[src/rtl/ram_arbiter.sv]
// Two-port (fetch / data) arbiter in front of a single-port RAM with one access per cycle.
// Define ARB_ROUND_ROBIN_EN for alternating priority on contention; otherwise the data port always wins.
module ram_arbiter (
    input  logic        clk,
    input  logic        rst_n,
    input  logic        if_req,
    input  logic [31:0] if_addr,
    output logic        if_gnt,
    output logic        if_rvalid,
    output logic [31:0] if_rdata,
    input  logic        dm_req,
    input  logic        dm_we,
    input  logic [31:0] dm_addr,
    input  logic [31:0] dm_wdata,
    input  logic [3:0]  dm_sel,
    output logic        dm_gnt,
    output logic        dm_rvalid,
    output logic [31:0] dm_rdata,
    output logic        ram_ce,
    output logic        ram_re,
    output logic        ram_we,
    output logic [31:0] ram_read_addr,
    output logic [31:0] ram_write_addr,
    output logic [31:0] ram_write_data,
    output logic [3:0]  ram_write,
    input  logic [31:0] ram_read_data
);

    logic        grant_if;
    logic        grant_dm;
    logic        prefer_dm;
    logic        if_rvalid_reg;
    logic        dm_rvalid_reg;
    logic [31:0] if_rdata_reg;
    logic [31:0] dm_rdata_reg;

`ifdef ARB_ROUND_ROBIN_EN
    // 1 = the data port won the last accepted access, 0 = fetch
    logic last_grant_reg;

    always_comb begin
        prefer_dm = ~last_grant_reg;
    end

    always_ff @(posedge clk or negedge rst_n) begin
        if (!rst_n) begin
            last_grant_reg <= 1'b0;
        end else if (grant_if || grant_dm) begin
            last_grant_reg <= grant_dm;
        end
    end
`else
    always_comb begin
        prefer_dm = 1'b1;
    end
`endif

    // Reset gates the grants combinationally so nothing reaches the RAM while rst_n is low
    always_comb begin
        grant_if = 1'b0;
        grant_dm = 1'b0;
        if (rst_n) begin
            if (dm_req && (!if_req || prefer_dm)) begin
                grant_dm = 1'b1;
            end else if (if_req) begin
                grant_if = 1'b1;
            end
        end
    end

    always_comb begin
        ram_ce         = 1'b0;
        ram_re         = 1'b0;
        ram_we         = 1'b0;
        ram_read_addr  = 32'h0;
        ram_write_addr = 32'h0;
        ram_write_data = 32'h0;
        ram_write      = 4'b0000;
        if (grant_if) begin
            ram_ce        = 1'b1;
            ram_re        = 1'b1;
            ram_read_addr = if_addr;
        end else if (grant_dm) begin
            ram_ce = 1'b1;
            if (dm_we) begin
                ram_we         = 1'b1;
                ram_write_addr = dm_addr;
                ram_write_data = dm_wdata;
                ram_write      = dm_sel;
            end else begin
                ram_re        = 1'b1;
                ram_read_addr = dm_addr;
            end
        end
    end

    always_ff @(posedge clk or negedge rst_n) begin
        if (!rst_n) begin
            if_rvalid_reg <= 1'b0;
            dm_rvalid_reg <= 1'b0;
            if_rdata_reg  <= 32'h0;
            dm_rdata_reg  <= 32'h0;
        end else begin
            if_rvalid_reg <= grant_if;
            dm_rvalid_reg <= grant_dm;
            if (grant_if) begin
                if_rdata_reg <= ram_read_data;
            end
            // A write acknowledge pulses rvalid but keeps the last read data
            if (grant_dm && !dm_we) begin
                dm_rdata_reg <= ram_read_data;
            end
        end
    end

    assign if_gnt    = grant_if;
    assign dm_gnt    = grant_dm;
    assign if_rvalid = if_rvalid_reg;
    assign dm_rvalid = dm_rvalid_reg;
    assign if_rdata  = if_rdata_reg;
    assign dm_rdata  = dm_rdata_reg;

endmodule

[config.mk]
export PLATFORM = sky130hd
export DESIGN_NAME = ram_arbiter
export DESIGN_NICKNAME = d
export VERILOG_FILES = /design/src/rtl/ram_arbiter.sv
export SDC_FILE = /design/constraint.sdc
export NUM_CORES = 1
export LEC_CHECK = 0
export BUFFER_PORTS_ARGS = -buffer_cell sky130_fd_sc_hd__buf_2
export CAP_MARGIN = 20
export CELL_PAD_IN_SITES_DETAIL_PLACEMENT = 1
export CELL_PAD_IN_SITES_GLOBAL_PLACEMENT = 1
export CORE_AREA = 2 2 119 121
export CTS_CLUSTER_SIZE = 40
export DETAILED_ROUTE_END_ITERATION = 8
export DIE_AREA = 0 0 121 123
export PLACE_DENSITY = 0.93
export SLEW_MARGIN = 20
export SYNTH_ARGS = -nofsm -noshare
export SYNTH_HDL_FRONTEND = slang
export SYNTH_SLANG_ARGS = --single-unit
[constraint.sdc]
create_clock -name clk -period 2.1 [get_ports clk]
set_input_delay 0.42 -clock clk [delete_from_list [all_inputs] [get_ports clk]]
set_output_delay 0.42 -clock clk [all_outputs]
set_load 0.03 [all_outputs]
==> reports/results.ini <==
[clocking]
post_cts_resized = 0
cts.sinks = 66
cts.clk_slew.worst_paths_ps = 50
htreeDepth = 3
postCtsSetupBuffers = 0
cts_hold_buf = 0
cts_tree = done
clk_latency_ps = 310
cts.path.max_buffers = 2
root_buffer = clkbuf_16
numCtsBuffers = 9

[floorplan]
placementRows = 43
core_area_um2 = 13600
die_w_um = 121
die_y_um = 123
dieArea_um2 = 14900
start_util_pct = 27.7
top_level_ports = 308

[routing]
wl_per_cell_um = 17.0
firstDrtPassIters = 4
drc_errors = 0
viasPerCell = 4.60
ant_nets = 0
routed_wirelength_mm = 14.0
drt_iter0_drc = 93
dr_total_vias = 3776

[synthesis]
yosysSeqAreaShare_pct = 43.8
synthTopCellsByArea = dfrtp_1 (44%), mux2_2 (19%), nand3b_1 (13%)
syn_area_um2 = 3770
avgSynthCellArea_um2 = 11.3
yosys_register_bits = 66
syn-num-nets = 470
ys_types = 17
netlist_instances = 333
yosysWarnings = 0
yosys.area.top_type = dfrtp_1
synth_top_area_share_pct = 43.8

[worst_setup_path]
crit_top_cell = buf_2
cp_slowest_stage_delay_ps = 260
path_class = input pin to output port
crit_family = buffers and inverters
cp-start-kind = input pin
endpoint_kind = output port
arrival_ps = 1540
critPathRequiredTime_ps = 1680
crit_fanout = 69
cpMaxStageDelayCell = and3_2
crit_chain = buf_2, and3_2, buf_12, and2_1, buf_2
timing.critical_path.buf_inv = 3

[placed_design]
gp_congestion = 0.847
numPortBuffers = 307
hpwl_mm = 11.4

[timing]
skew_ps = 0
holdWs_ps = 102
worst_pin_slew_ps = 389
relSlewSlack_pct = 74.0
rsz0062_at_grt = false
slew_viol_final = 0
setup_viol = 0
hold_viol = 0
period_share_pct = 93.4
layout_min_cycle_time_ps = 1960
clock.fmax_mhz = 510
fin_setup_tns_ps = 0

[run]
cap_violations = 0

[outcome]
status = complete, no violations

[cells_and_area]
num_antenna_cells = 0
syn_to_final_growth_pct = 54.5
fillers = 1638
layout.nets = 773
drive_gt1_share_pct = 63.2

[global_route]
grt_use_met3_pct = 4.38
overflow = 0
grt_use_met2_pct = 35.4
grt_pass1_wl_mm = 21.0
grt_util_all_layers_pct = 18.0
grt_max_degree = 70
top_usage_layer = met2
grt_pass1_vias = 4009
antenna_found_initial = 0
grtUsageMet1_pct = 19.1

[hold_path]
hp-class = input pin to async pin

[pwr]
leakage_nw = 3.08
peakVddDrop_mv = 0.369
power_density_nw_per_um2 = 809

==> metrics by stage <==
step | cells | worst slack (ps) | utilization [%] | cell area [um2] | power, mW
floorplan | 333 | 1.38 | - | 3770 | 2.63
global placement | 805 | 174 | 40.6 | 5520 | 3.19
detailed placement | 805 | 137 | 40.6 | 5520 | 3.25
CTS | 821 | 134 | 42.8 | 5830 | 4.77
global route | 821 | 28.8 | 42.8 | 5830 | 4.94
finish | 821 | 140 | 42.8 | 5830 | 4.71
==> synthesized netlist by cell type <==
| master | count |
|---|---|
| and2_1 | 69 |
| dfrtp_1 | 66 |
| nand3b_1 | 64 |
| mux2_2 | 62 |
| a21boi_0 | 33 |
| clkbuf_1 | 13 |
| buf_2 | 9 |
| buf_4 | 4 |
| clkbuf_8 | 3 |
| buf_6 | 2 |
| mux2_1 | 2 |
| and3_1 | 1 |
| buf_1 | 1 |
| inv_1 | 1 |
| nand3b_2 | 1 |
| nand3b_4 | 1 |
| o21a_1 | 1 |
==> routing by layer <==
layer / up-vias / routed length (um)
met5: - / 0
met4: 0 / 252
met3: 22 / 948
met2: 181 / 7500
met1: 1818 / 5270
li1: 1755 / -
==> logic make-up (layout without fill, tap and decap cells) <==
logic type	count (synthesis)	in the layout	synth area share, %
buffers and inverters	33	341	5.17
flip-flops	66	66	43.8
AND/OR/NAND/NOR	136	136	25.2
multiplexers	64	64	19.1
AO/OA/AOI/OAI	34	34	6.77
==> placed cells by master, fill, tap and decap left out, drive strengths merged, types with 2 or more instances in the layout <==
master and count:
nand3b 66, clkinv 3, inv 2, mux2 64, buf 324, and2 69
dfrtp 66, a21boi 33, clkbuf 10
==> layout make-up <==
class / count / area [um2] / share of cell area, %
Timing Repair Buffer: 324 / 1720 / 29.5
Tap cell: 180 / 225 / 3.86
Inverter: 1 / 3.75 / 0.0644
Clock buffer: 10 / 239 / 4.10
Multi-Input combinational cell: 234 / 1930 / 33.1
Sequential cell: 66 / 1650 / 28.3
Clock inverter: 6 / 65.1 / 1.12
==> final timing paths <==
path | start | cells past startpoint | endpoint | slack, ps
setup / recovery | dm_req | 5 | ram_write_data[6] | 140
hold / removal | rst_n | 2 | dm_rvalid$_DFF_PN0_ | 100
setup reg to reg | if_rdata[20]$_DFFE_PN0P_ | 1 | if_rdata[20]$_DFFE_PN0P_ | 1300
hold reg to reg | dm_rdata[22]$_DFFE_PN0P_ | 1 | dm_rdata[22]$_DFFE_PN0P_ | 500
max in group asynchronous | rst_n | 3 | if_rdata[14]$_DFFE_PN0P_ | 1380
min in group clk | ram_read_data[16] | 2 | if_rdata[16]$_DFFE_PN0P_ | 330
==> power breakdown <==
group          leakage, nW  internal (mW)  switching [mW]  total (mW)
Sequential           0.784           1.51           0.125        1.63
Clock                0.149          0.952           0.541        1.49
Combinational         2.14          0.567            1.02        1.59
(Power assumes the default switching activity.)
